===== config.mk =====
export PLATFORM = sky130hd
export DESIGN_NAME = eth_tx_arb
export DESIGN_NICKNAME = d
export VERILOG_FILES = /design/src/rtl/eth_tx_arb.sv
export SDC_FILE = /design/constraint.sdc
export NUM_CORES = 1
export LEC_CHECK = 0
export ABC_AREA = 0
export CAP_MARGIN = 20
export CORE_AREA = 8 8 69 71
export DETAILED_ROUTE_END_ITERATION = 8
export DIE_AREA = 0 0 77 79
export GPL_ROUTABILITY_DRIVEN = 0
export GPL_TIMING_DRIVEN = 1
export PLACE_DENSITY_LB_ADDON = 0.12
export REMOVE_ABC_BUFFERS = 1
export SYNTH_ARGS = -nofsm -noshare
export SYNTH_HDL_FRONTEND = slang
export SYNTH_SLANG_ARGS = --single-unit

===== constraint.sdc =====
create_clock -name Clk -period 2.4 [get_ports Clk]
set_input_delay 0.48 -clock Clk [delete_from_list [all_inputs] [get_ports Clk]]
set_output_delay 0.48 -clock Clk [all_outputs]
set_load 0.02 [all_outputs]

===== src/rtl/eth_tx_arb.sv =====
// Round-robin arbiter and start sequencer for the shared RMII transmit path.
// It grants one frame source at a time and pulses Eth_Pkt_Rdy to the tx control FSM.
// It follows the frame through Tx_En, enforces the inter-frame gap, and
// supervises both the start timeout and the frame-length overrun.
module eth_tx_arb #(
    parameter int unsigned NUM_REQ          = 2,
    parameter int unsigned IFG_CYCLES       = 48,
    parameter int unsigned START_TIMEOUT    = 16,
    parameter int unsigned MAX_FRAME_CYCLES = 6144
) (
    input  logic               Clk,
    input  logic               Rst_n,
    input  logic [NUM_REQ-1:0] Req,
    output logic [NUM_REQ-1:0] Gnt,
    output logic [NUM_REQ-1:0] Done,
    output logic               Err,
    output logic               Eth_Pkt_Rdy,
    input  logic               Tx_En,
    output logic               Busy,
    output logic [2:0]         Arb_State
);

    localparam int unsigned PTR_W = $clog2(NUM_REQ);
    localparam int unsigned TO_W  = $clog2(START_TIMEOUT) + 1;
    localparam int unsigned FR_W  = $clog2(MAX_FRAME_CYCLES) + 1;
    localparam int unsigned IFG_W = $clog2(IFG_CYCLES) + 1;

    localparam logic [TO_W-1:0]  TO_LAST  = TO_W'(START_TIMEOUT - 1);
    localparam logic [FR_W-1:0]  FR_LAST  = FR_W'(MAX_FRAME_CYCLES - 1);
    localparam logic [IFG_W-1:0] IFG_LAST = IFG_W'(IFG_CYCLES - 1);

    localparam logic [2:0] ST_IDLE       = 3'd0;
    localparam logic [2:0] ST_GRANT      = 3'd1;
    localparam logic [2:0] ST_WAIT_START = 3'd2;
    localparam logic [2:0] ST_ACTIVE     = 3'd3;
    localparam logic [2:0] ST_IFG        = 3'd4;

    logic [2:0]         state,      state_nx;
    logic [PTR_W-1:0]   ptr,        ptr_nx;
    logic [TO_W-1:0]    to_cnt,     to_cnt_nx;
    logic [FR_W-1:0]    fr_cnt,     fr_cnt_nx;
    logic [IFG_W-1:0]   ifg_cnt,    ifg_cnt_nx;
    logic [NUM_REQ-1:0] gnt_nx;
    logic [NUM_REQ-1:0] done_nx;
    logic               err_nx;
    logic               rdy_nx;
    logic               busy_nx;
    logic [PTR_W-1:0]   win_c;

    // First requester at or above the pointer, wrapping modulo NUM_REQ.
    // The loop runs downward so that the lowest offset writes win last.
    function automatic logic [PTR_W-1:0] rr_pick(input logic [NUM_REQ-1:0] req,
                                                 input logic [PTR_W-1:0]   start);
        logic [PTR_W-1:0] win;
        int unsigned      idx;
        win = start;
        for (int i = NUM_REQ - 1; i >= 0; i--) begin
            idx = (32'(start) + 32'(i)) % NUM_REQ;
            if (req[PTR_W'(idx)]) begin
                win = PTR_W'(idx);
            end
        end
        return win;
    endfunction

    assign win_c     = rr_pick(Req, ptr);
    assign Arb_State = state;

    // Next-state, counter and output decode
    always_comb begin
        state_nx   = state;
        ptr_nx     = ptr;
        to_cnt_nx  = to_cnt;
        fr_cnt_nx  = fr_cnt;
        ifg_cnt_nx = ifg_cnt;
        gnt_nx     = Gnt;
        done_nx    = '0;
        err_nx     = 1'b0;
        rdy_nx     = 1'b0;

        case (state)
            ST_IDLE: begin
                gnt_nx = '0;
                if (|Req) begin
                    gnt_nx   = NUM_REQ'(1) << win_c;
                    ptr_nx   = PTR_W'((32'(win_c) + 32'd1) % NUM_REQ);
                    rdy_nx   = 1'b1;
                    state_nx = ST_GRANT;
                end
            end
            ST_GRANT: begin
                to_cnt_nx = '0;
                state_nx  = ST_WAIT_START;
            end
            ST_WAIT_START: begin
                if (Tx_En) begin
                    fr_cnt_nx = '0;
                    state_nx  = ST_ACTIVE;
                end else if (to_cnt == TO_LAST) begin
                    err_nx     = 1'b1;
                    gnt_nx     = '0;
                    ifg_cnt_nx = '0;
                    state_nx   = ST_IFG;
                end else if (to_cnt != '1) begin
                    to_cnt_nx = to_cnt + TO_W'(1);
                end
            end
            ST_ACTIVE: begin
                // A Tx_En fall takes priority over an overrun on the same cycle.
                if (!Tx_En) begin
                    done_nx    = Gnt;
                    gnt_nx     = '0;
                    ifg_cnt_nx = '0;
                    state_nx   = ST_IFG;
                end else if (fr_cnt == FR_LAST) begin
                    err_nx     = 1'b1;
                    gnt_nx     = '0;
                    ifg_cnt_nx = '0;
                    state_nx   = ST_IFG;
                end else if (fr_cnt != '1) begin
                    fr_cnt_nx = fr_cnt + FR_W'(1);
                end
            end
            ST_IFG: begin
                // After an overrun the tx FSM may still be sending; the gap only runs once it stops.
                if (Tx_En) begin
                    ifg_cnt_nx = '0;
                end else if (ifg_cnt == IFG_LAST) begin
                    ifg_cnt_nx = '0;
                    state_nx   = ST_IDLE;
                end else if (ifg_cnt != '1) begin
                    ifg_cnt_nx = ifg_cnt + IFG_W'(1);
                end
            end
            default: begin
                gnt_nx   = '0;
                state_nx = ST_IDLE;
            end
        endcase

        busy_nx = (state_nx != ST_IDLE);
    end

    // State, counter and output registers
    always_ff @(posedge Clk or negedge Rst_n) begin
        if (!Rst_n) begin
            state       <= ST_IDLE;
            ptr         <= '0;
            to_cnt      <= '0;
            fr_cnt      <= '0;
            ifg_cnt     <= '0;
            Gnt         <= '0;
            Done        <= '0;
            Err         <= 1'b0;
            Eth_Pkt_Rdy <= 1'b0;
            Busy        <= 1'b0;
        end else begin
            state       <= state_nx;
            ptr         <= ptr_nx;
            to_cnt      <= to_cnt_nx;
            fr_cnt      <= fr_cnt_nx;
            ifg_cnt     <= ifg_cnt_nx;
            Gnt         <= gnt_nx;
            Done        <= done_nx;
            Err         <= err_nx;
            Eth_Pkt_Rdy <= rdy_nx;
            Busy        <= busy_nx;
        end
    end

endmodule

* Word-level counts from Yosys, hierarchy flattened
Index checks and enable logic that the tools add are counted.
** Storage, ports and cells
- Flip-flop bits (word level) :: 37
- Input bits :: 5
- Logic and storage cells :: 97
** Operators by class
- Add/sub/neg operators :: 5
- Order comparisons :: 2
- Equal/unequal tests :: 20
- Shifts and indexed selects :: 1
- Muxes and demuxes :: 46
- Bitwise operators :: 1
- Reduce and logical (&&, ||, !) cells :: 12
** Operator list (count)
- $mux 14 :: 4
- $mux 7 :: 7
- $pmux 14 s2 :: 1
- $mux 3 :: 7
- $pmux 7 s3 :: 1
- $ne 2x2->1 const B :: 8
- $mux 5 :: 3
- $pmux 3 s5 :: 1
- $add 14x1->14 const B :: 1
- $eq 14x13->1 const B :: 1
- $mux 2 :: 7
- $ne 14x14->1 const B :: 1
- $mux 1 :: 12
- $pmux 5 s2 :: 1
- $reduce_and 5->1 :: 2
- $pmux 2 s4 :: 1
- $reduce_and 4->1 :: 2
- $add 7x1->7 const B :: 1
- $eq 7x6->1 const B :: 1
- $ne 7x7->1 const B :: 1
- $eq 3x2->1 const B :: 2
- $reduce_bool 3->1 :: 2
- $add 5x1->5 const B :: 1
- $eq 5x4->1 const B :: 1
- 14 further kinds :: 18

* Logic depth before layout (Yosys ltp)
Gate-level depths: netlist of the first run.
- Word-level depth :: 8
- Depth in mapped cells :: 8

* Worst setup path before layout of the first run
OpenSTA, ideal clock, no wires.
- Path type :: reg2reg
- Start :: register to_cnt[0]
- End :: register to_cnt[4]
- Setup time :: 0.065 ns
- Arrival :: 2.048 ns
- Data required time :: 2.335 ns
- Slack :: 0.287 ns
- Cell stages (with the launch flop) :: 9
- Buffers on the path :: 0
- Clock period less this slack :: 2.113 ns
- Cell sequence :: dfrtp_1 -> ha_1 -> and3_1 -> ha_1 -> nor4b_1 -> o21ai_0 -> or4_1 -> o21ai_0 -> a22o_1
** Between the ends
- Word-level cells in the longest chain between the ends :: 5
- Elaborated cells on any way between the ends :: 10
- Classes of those cells :: 1 x add/sub; 4 x eq/ne; 4 x mux; 1 x reduce/logical
** RTL lines
- start: declaration :: RTL line 40 : logic [TO_W-1:0] to_cnt, to_cnt_nx;
- start signal: assignment :: RTL line 160 : to_cnt <= to_cnt_nx;
- $add 5x1->5 :: RTL line 105 : to_cnt_nx = to_cnt + TO_W'(1);
- $mux 5 :: RTL line 104 : end else if (to_cnt != '1) begin
- $mux 5 :: RTL line 99 : end else if (to_cnt == TO_LAST) begin
- $mux 5 :: RTL line 96 : if (Tx_En) begin
- $pmux 5 s2 :: RTL line 81 : case (state)
Several ways; a longest one is shown, not always the timed one. The select of a mux whose other input is x is not followed.
A chain may end at the register's enable or synchronous reset.

* Final worst setup path of the first run
Ends and elaborated chain as after synthesis.

==> flow_summary.yaml, run 1 <==
yosys:
  yosys_warnings: 0
  synthTopCellsByArea: "dfrtp_1 (45%), o21ai_0 (6.4%), nor2_1 (3.9%)"
  synth.yosys.seq_area_share: 0.455
  synth_edf_count: 0
  ys_ff_latch: 37
  synthCells: 226
  synth_top_area_cell: "dfrtp_1"
  synth-async-reset-ratio: 1.00
  syn_avg_cell_area_um2: 9.01
  syn_area_um2: 2040
  synth_cell_types: 42
  yosysTopAreaCellShare: 0.455
  synth_ff_type: "dfrtp_1"
flow_run:
  cap_violations: 0
clock_tree:
  cts_setup_buffers: 0
  cts_root_buffer: "clkbuf_8"
  numCtsBuffers: 5
  clkLatencyLatePin_ps: 290
  ctsHoldBuffers: 0
  clockBufferDepth: 2
  cts_resized: 0
  cts_max_level: 2
  cts_tree: "yes"
  path_clk_slew_ps: 80
  clock_sinks: 37
drt:
  first_iter_violations: 112
  vias: 1816
  vias_per_cell: 6.01
  ant_nets: 0
  wl_um: 4660
  wire_per_inst_um: 15.4
  drc: 0
  drt_pass1_iterations: 4
place:
  hpwl_um: 3340
  io_buffers: 14
  post-place-ws_ps: 37.9
power:
  powerDensity_nw_per_um2: 994
  leakagePower_nw: 1.06
  ir_drop_mv: 0.606
  p_total_mw: 2.43
timing:
  tns_ps: 0
  fin_skew_ps: 8.78
  post-route-period-util: 0.937
  fin_crit_ps: 2250
  maxSlewViolCount: 0
  finalHoldWorstSlack_ps: 492
  setup_slack_ps: 151
  max_freq_mhz: 445
  slew_headroom: 0.656
  rsz0062_at_grt: "false"
  setup_viol: 0
  finalHoldViolations: 0
  tightest_slew_ps: 515
floorplan:
  ios: 15
  die_w_um: 77
  coreArea_um2: 3800
  die_h_um: 79
  initial_core_util: 0.536
  rows: 23
  die_area_um2: 6080
setup_path:
  max_stage_delay_ps: 430
  critPathMaxFanout: 3
  crit_chain: "ha_1 -> and3_1 -> ha_1 -> nor4b_2 -> o21ai_0 -> or4_1 -> o21ai_0 -> a22o_1"
  cp.required_ps: 2630
  end_kind: "flop"
  startpoint_type: "flop"
  cp_slowest_cell: "or4_1"
  cp.arrival_ps: 2480
  crit_type: "flop to flop"
global_routing:
  grt_pass1_vias: 1781
  grt_pass1_wl_um: 8180
  grt-ovfl-total: 0
  grt_util_all_layers: 0.166
  grt_start_max_net_pins: 38
  grt_antenna_before_repair: 0
cells_and_area:
  final_nets: 261
  drive_gt1_frac: 0.115
  n_antenna_cell: 0
  final_cell_mix: "dfrtp_1 (37), o21ai_0 (26), nor2_1 (21)"
  area_growth_pct: 20.0
  final_common_cell: "dfrtp_1"
  n_fill_cell: 344
min_path:
  hp-class: "flop to flop"
outcome:
  status: "finished clean"
sequential cells by signal, summed over array words and instances, names as in the netlist:
signal,cells
fr_cnt,14
Arb_State,3
Eth_Pkt_Rdy,1
Err,1
Busy,1
ifg_cnt,7
Done,2
ptr,1
to_cnt,5
Gnt,2
report_power, final:
group	total, mW	internal (mW)	leakage [nW]	switching [mW]
Sequential	0.848	0.729	0.499	0.119
Combinational	0.942	0.407	0.494	0.535
Clock	0.639	0.413	0.0681	0.226
Total	2.43	1.55	1.06	0.880
layer usage:
layer,track usage,up-vias,wire [µm]
li1,-,889,-
met1,0.195,880,2070
met2,0.274,38,2320
met3,0.0463,9,164
met4,0.0830,0,102
met5,0,-,0
cell families after synthesis:
logic type	after synthesis	synth area share
flops	37	0.455
simple gates	99	0.260
compound gates	66	0.203
buf+inv	14	0.0289
xor+xnor	4	0.0172
mux	1	0.00553
fa+ha+maj	5	0.0307
layout make-up:
type / instances / area, µm² / area share
Tap cell: 50 / 62.6 / 0.0256
Sequential cell: 37 / 926 / 0.379
Clock inverter: 3 / 65.1 / 0.0266
Clock buffer: 5 / 68.8 / 0.0282
Inverter: 4 / 15.0 / 0.00614
Timing Repair Buffer: 28 / 245 / 0.100
Multi-Input combinational cell: 175 / 1060 / 0.434
cells in the mapped netlist (2+ instances only):
cell and instances:
xor2_1 2, inv_1 4, nor3_1 7, buf_2 5, nand4_1 5, o21ai_0 26
nor4_1 3, dfrtp_1 37, o21a_1 3, nand2b_1 4, a22o_1 4, nand3_1 12
clkbuf_1 4, o31ai_1 4, a31oi_1 9, or4_1 3, nor2b_1 5, and3_1 10
a22oi_1 2, nand3_2 2, nor2_1 21, nor3b_1 4, xnor2_1 2, or3b_2 2
a21oi_1 9, ha_1 5, nand2_1 17
through the flow:
stage | util | cells | cell area, µm²
after floorplan | - | 216 | 1990
after global placement | 0.605 | 294 | 2300
after detailed placement | 0.605 | 294 | 2300
after CTS | 0.641 | 302 | 2430
after global routing | 0.643 | 302 | 2440
final | 0.643 | 302 | 2440
path summary, 6_finish.rpt:
kind,cells after the start,slack [ps],endpoint,startpoint
worst max-delay path,8,150,to_cnt[4]$_DFFE_PN0P_,to_cnt[0]$_DFFE_PN0P_
worst max register to register,8,150,to_cnt[4]$_DFFE_PN0P_,to_cnt[0]$_DFFE_PN0P_
min in group asynchronous,2,610,fr_cnt[9]$_DFFE_PN0P_,Rst_n
worst min register to register,1,490,fr_cnt[7]$_DFFE_PN0P_,fr_cnt[7]$_DFFE_PN0P_
worst min-delay path,1,490,fr_cnt[7]$_DFFE_PN0P_,fr_cnt[7]$_DFFE_PN0P_
max in group asynchronous,2,1450,ifg_cnt[3]$_DFFE_PN0P_,Rst_n
worst max-delay path, delay by kind of cell (launching register included):
| kind | cells | cell delay (ps) |
|---|---|---|
| flip-flops | 1 | 410 |
| AO/OA/AOI/OAI | 3 | 460 |
| AND/OR/NAND/NOR | 3 | 920 |
| adder cells (fa/ha/maj) | 2 | 410 |
No activity file was read; power rests on OpenSTA's default activity.
==> run 2, diff against run 1 <==
- CORE_AREA: 8 8 69 71 -> 8 8 67 69
- DIE_AREA: 0 0 77 79 -> 0 0 75 77
- DONT_BUFFER_PORTS: unset -> 1
==> flow_summary.yaml, run 2 (same netlist as run 1, synthesis figures left out) <==
global_routing:
  grt_antenna_before_repair: 0
  grt_util_all_layers: 0.162
  grt-ovfl-total: 0
  grt_pass1_vias: 1576
  grt_start_max_net_pins: 38
  grt_pass1_wl_um: 7360
cells_and_area:
  drive_gt1_frac: 0.0862
  final_common_cell: "dfrtp_1"
  biggestRegsByFlops: "fr_cnt (14), ifg_cnt (7), to_cnt (5)"
  area_growth_pct: 7.87
  final_util: 0.628
  final_nets: 242
  final_cell_mix: "dfrtp_1 (37), o21ai_0 (26), nor2_1 (21)"
  top_register: "fr_cnt"
  largest_reg_flops: 14
  n_antenna_cell: 0
power:
  ir_drop_mv: 0.625
  seqPwrFrac: 0.454
  p_sw_uw: 813
  pwr-share-clk: 0.165
  switching_share: 0.410
  p_int_mw: 1.17
  leakagePower_nw: 0.951
  powerDensity_nw_per_um2: 903
  comb_power_share: 0.381
timing:
  post-route-period-util: 0.944
  max_freq_mhz: 441
  fin_skew_ps: 11.3
  maxSlewViolCount: 0
  fin_crit_ps: 2270
  setup_slack_ps: 135
  setup_viol: 0
  tns_ps: 0
  slew_headroom: 0.676
  tightest_slew_ps: 485
  rsz0062_at_grt: "false"
  finalHoldViolations: 0
setup_path:
  crit_type: "flop to flop"
  max_stage_delay_ps: 400
  worstRegToRegCells: 8
  reg2reg_to: "ifg_cnt[4]$_DFFE_PN0P_"
  startpoint_type: "flop"
  crit_chain: "ha_1 -> and3_1 -> ha_1 -> nor2b_1 -> nor2_1 -> o21ai_0 -> nand3_2 -> a221o_1"
  cp_slowest_cell: "dfrtp_1"
  r2r_start: "to_cnt[0]$_DFFE_PN0P_"
  critPathMaxFanout: 4
  rrSetupSlack_ps: 130
  end_kind: "flop"
  cp.required_ps: 2620
  cp.arrival_ps: 2490
  path_buf_inv: 0
  crit_family: "simple AND/OR/NAND/NOR gates"
  path_common_cell: "ha_1"
clock_tree:
  clock_sinks: 37
  numCtsBuffers: 5
  path_clk_slew_ps: 100
  cts_max_level: 2
  cts_root_buffer: "clkbuf_4"
  cts_tree: "yes"
  clkLatencyLatePin_ps: 330
  clockBufferDepth: 2
  cts_setup_buffers: 0
drt:
  drt_pass1_iterations: 4
  drc: 0
  first_iter_violations: 112
  vias_per_cell: 6.25
  wl_um: 4290
  ant_nets: 0
  wire_per_inst_um: 15.3
  vias: 1750
flow_run:
  cap_violations: 0
floorplan:
  die_w_um: 75
  coreArea_um2: 3500
  initial_core_util: 0.582
  die_area_um2: 5780
  rows: 22
  die_h_um: 77
  ios: 15
place:
  hpwl_um: 3110
  post-place-ws_ps: 66.7
  io_buffers: 0
outcome:
  status: "finished clean"
min_path:
  min_path_cells: 1
  min_from: "Tx_En"
  hold_end: "Done[0]$_DFF_PN0_"
  hp-class: "input pin to flop"
## run 2: changes by cell type in the layout (fill, tap and decap cells not counted)
cell	change
bufinv_16	-2
clkbuf_4	+5
dlygate4sd3_1	+1
buf_12	+1
clkbuf_1	+1
clkdlybuf4s50_1	-14
or4_4	-1
buf_4	-7
clkbuf_8	-4
or4_1	+1
clkinv_2	-1
## run 2: layout make-up
| class | count | area (µm²) |
|---|---|---|
| fill | 311 | 1300 |
| multi-input combinational | 175 | 1060 |
| sequential | 37 | 926 |
| timing repair buffer | 9 | 82.6 |
| tap | 48 | 60.1 |
| clock buffer | 7 | 55.1 |
| inverter | 4 | 15.0 |
## run 2: how the worst max path moves through the flow
stage,startpoint,to,slack (ps),cells after the start
floorplan,to_cnt[0]$_DFFE_PN0P_,to_cnt[4]$_DFFE_PN0P_,280,8
global placement,to_cnt[0]$_DFFE_PN0P_,to_cnt[4]$_DFFE_PN0P_,240,8
detailed placement,to_cnt[0]$_DFFE_PN0P_,to_cnt[4]$_DFFE_PN0P_,70,8
CTS,to_cnt[0]$_DFFE_PN0P_,to_cnt[4]$_DFFE_PN0P_,40,8
global route,fr_cnt[0]$_DFFE_PN0P_,fr_cnt[9]$_DFFE_PN0P_,30,6
finish,to_cnt[0]$_DFFE_PN0P_,ifg_cnt[4]$_DFFE_PN0P_,130,8
## run 2: power groups by stage
stage	clock, mW	combinational, mW	sequential (mW)
floorplan	0	0.450	0.935
global placement	0	0.708	0.903
detailed placement	0	0.732	0.908
CTS	0.339	0.754	0.898
global route	0.368	0.851	0.922
finish	0.328	0.755	0.900
## run 2: metal layers
| metal | vias up | global-route usage | wire, µm |
|---|---|---|---|
| li1 | 860 | - | - |
| met1 | 846 | 0.211 | 2000 |
| met2 | 40 | 0.241 | 2030 |
| met3 | 4 | 0.0533 | 211 |
| met4 | 0 | 0.0529 | 42 |
| met5 | - | 0 | 0 |
## run 2: timing repair
item                                    CTS  global route
endpoints found under the hold margin    37             0
endpoints found under the setup margin    0             1
resized for setup                         0             1
hold buffers                              2             0
## run 2: through the flow
stage	cell area [µm²]	power, mW	cells	hold slack (ps)
global route	2200	2.14	280	186
global placement	2100	1.61	271	185
detailed placement	2100	1.64	271	186
floorplan	1990	1.38	216	184
finish	2200	1.98	280	220
CTS	2190	1.99	280	205
==> run 3, diff against run 2 <==
- CORE_AREA: 8 8 67 69 -> 8 8 92 94
- DIE_AREA: 0 0 75 77 -> 0 0 100 102
==> flow_summary.yaml, run 3 (same netlist as run 1, synthesis figures left out) <==
outcome:
  status: "finished clean"
cells_and_area:
  final_cell_mix: "dfrtp_1 (37), o21ai_0 (25), nor2_1 (21)"
  biggestRegsByFlops: "fr_cnt (14), ifg_cnt (7), to_cnt (5)"
  drive_gt1_frac: 0.0905
  final_common_cell: "dfrtp_1"
  area_growth_pct: 13.4
  top_register: "fr_cnt"
  final_nets: 241
  largest_reg_flops: 14
  n_antenna_cell: 0
drt:
  drc: 0
  drt_pass1_iterations: 4
  wire_per_inst_um: 15.1
  ant_nets: 0
  vias_per_cell: 5.14
  vias: 1701
  wl_um: 4990
  first_iter_violations: 89
global_routing:
  grt-ovfl-total: 0
  grt_start_max_net_pins: 38
  grt_util_all_layers: 0.109
  grt_antenna_before_repair: 0
  grt_pass1_vias: 1657
  grt_pass1_wl_um: 8830
timing:
  fin_skew_ps: 9.04
  rsz0062_at_grt: "false"
  finalHoldWorstSlack_ps: 17.2
  max_freq_mhz: 439
  finalHoldViolations: 0
  setup_slack_ps: 124
  tns_ps: 0
  maxSlewViolCount: 0
  post-route-period-util: 0.948
  tightest_slew_ps: 557
  slew_headroom: 0.628
  fin_crit_ps: 2280
  setup_viol: 0
clock_tree:
  cts_root_buffer: "clkbuf_8"
  cts_setup_buffers: 0
  cts_tree: "yes"
  numCtsBuffers: 5
  clockBufferDepth: 2
  clkLatencyLatePin_ps: 290
  path_clk_slew_ps: 80
  cts_max_level: 2
  clock_sinks: 37
power:
  p_total_mw: 2.25
  powerDensity_nw_per_um2: 975
  leakagePower_nw: 0.973
  ir_drop_mv: 0.385
floorplan:
  initial_core_util: 0.288
  coreArea_um2: 7060
  die_area_um2: 10200
  die_h_um: 102
  die_w_um: 100
  rows: 31
  ios: 15
min_path:
  hp-class: "input pin to asynchronous set/reset pin"
setup_path:
  cp.required_ps: 2640
  reg2reg_to: "to_cnt[4]$_DFFE_PN0P_"
  cp.arrival_ps: 2510
  critPathMaxFanout: 3
  crit_type: "flop to flop"
  r2r_start: "to_cnt[0]$_DFFE_PN0P_"
  end_kind: "flop"
  worstRegToRegCells: 8
  rrSetupSlack_ps: 120
  startpoint_type: "flop"
place:
  hpwl_um: 3510
  post-place-ws_ps: 124
  io_buffers: 0
flow_run:
  cap_violations: 0
==> run 3: changes by cell type in the layout (fill, tap and decap cells not counted), sizes merged <==
cell | before | now
bufinv | 0 | 1
dlygate4sd3 | 1 | 0
==> run 3: worst max-delay path by stage <==
stage	startpoint	endpoint	slack, ps	cells past startpoint
after floorplan	to_cnt[0]$_DFFE_PN0P_	to_cnt[4]$_DFFE_PN0P_	280	8
after global placement	to_cnt[0]$_DFFE_PN0P_	to_cnt[4]$_DFFE_PN0P_	170	8
after detailed placement	to_cnt[0]$_DFFE_PN0P_	ifg_cnt[4]$_DFFE_PN0P_	120	8
after CTS	to_cnt[1]$_DFFE_PN0P_	ifg_cnt[4]$_DFFE_PN0P_	100	8
after global routing	to_cnt[1]$_DFFE_PN0P_	ifg_cnt[4]$_DFFE_PN0P_	8	8
final	to_cnt[0]$_DFFE_PN0P_	to_cnt[4]$_DFFE_PN0P_	120	8
==> run 3: timing repair <==
item,4_1_cts,5_1_grt
resized for setup,0,2
setup endpoints to repair,0,7
hold buffers,1,0
endpoints found under the hold margin,37,0
==> run 3: worst max-delay path: stages (launching register included) <==
cell and delay (ps):
dfrtp_1 410, ha_1 220, and3_1 200, ha_1 180, nor4b_1 360, o21ai_0 210
or4_1 410, o21ai_0 90, a22o_1 150
==> run 3: report_power, final <==
part           total [mW]  internal, mW  switching [mW]
combinational       0.795         0.304           0.490
clock               0.572         0.339           0.233
sequential          0.883         0.728           0.154
==> run 3: area by class of cell <==
class | instances | area, µm²
clock buffers | 7 | 86.3
clock inverters | 1 | 30.0
fillers | 764 | 4750
inverters | 4 | 15.0
multi-input cells | 175 | 1050
flip-flops and latches | 37 | 926
well taps | 99 | 124
repair buffers | 8 | 72.6
==> run 3: per-layer routing <==
metal,vias to the layer above,GRT usage,routed length (µm)
met2,27,0.164,2250
met5,-,0,0
met4,0,0.0384,64
met3,6,0.0286,202
met1,819,0.147,2480
li1,849,-,-
==> run 3: per-stage QoR <==
step | util | cells | instance area, µm²
finish | 0.327 | 331 | 2310
global route | 0.327 | 331 | 2310
CTS | 0.326 | 331 | 2300
detailed placement | 0.307 | 322 | 2170
global placement | 0.307 | 322 | 2170
floorplan | - | 216 | 1990
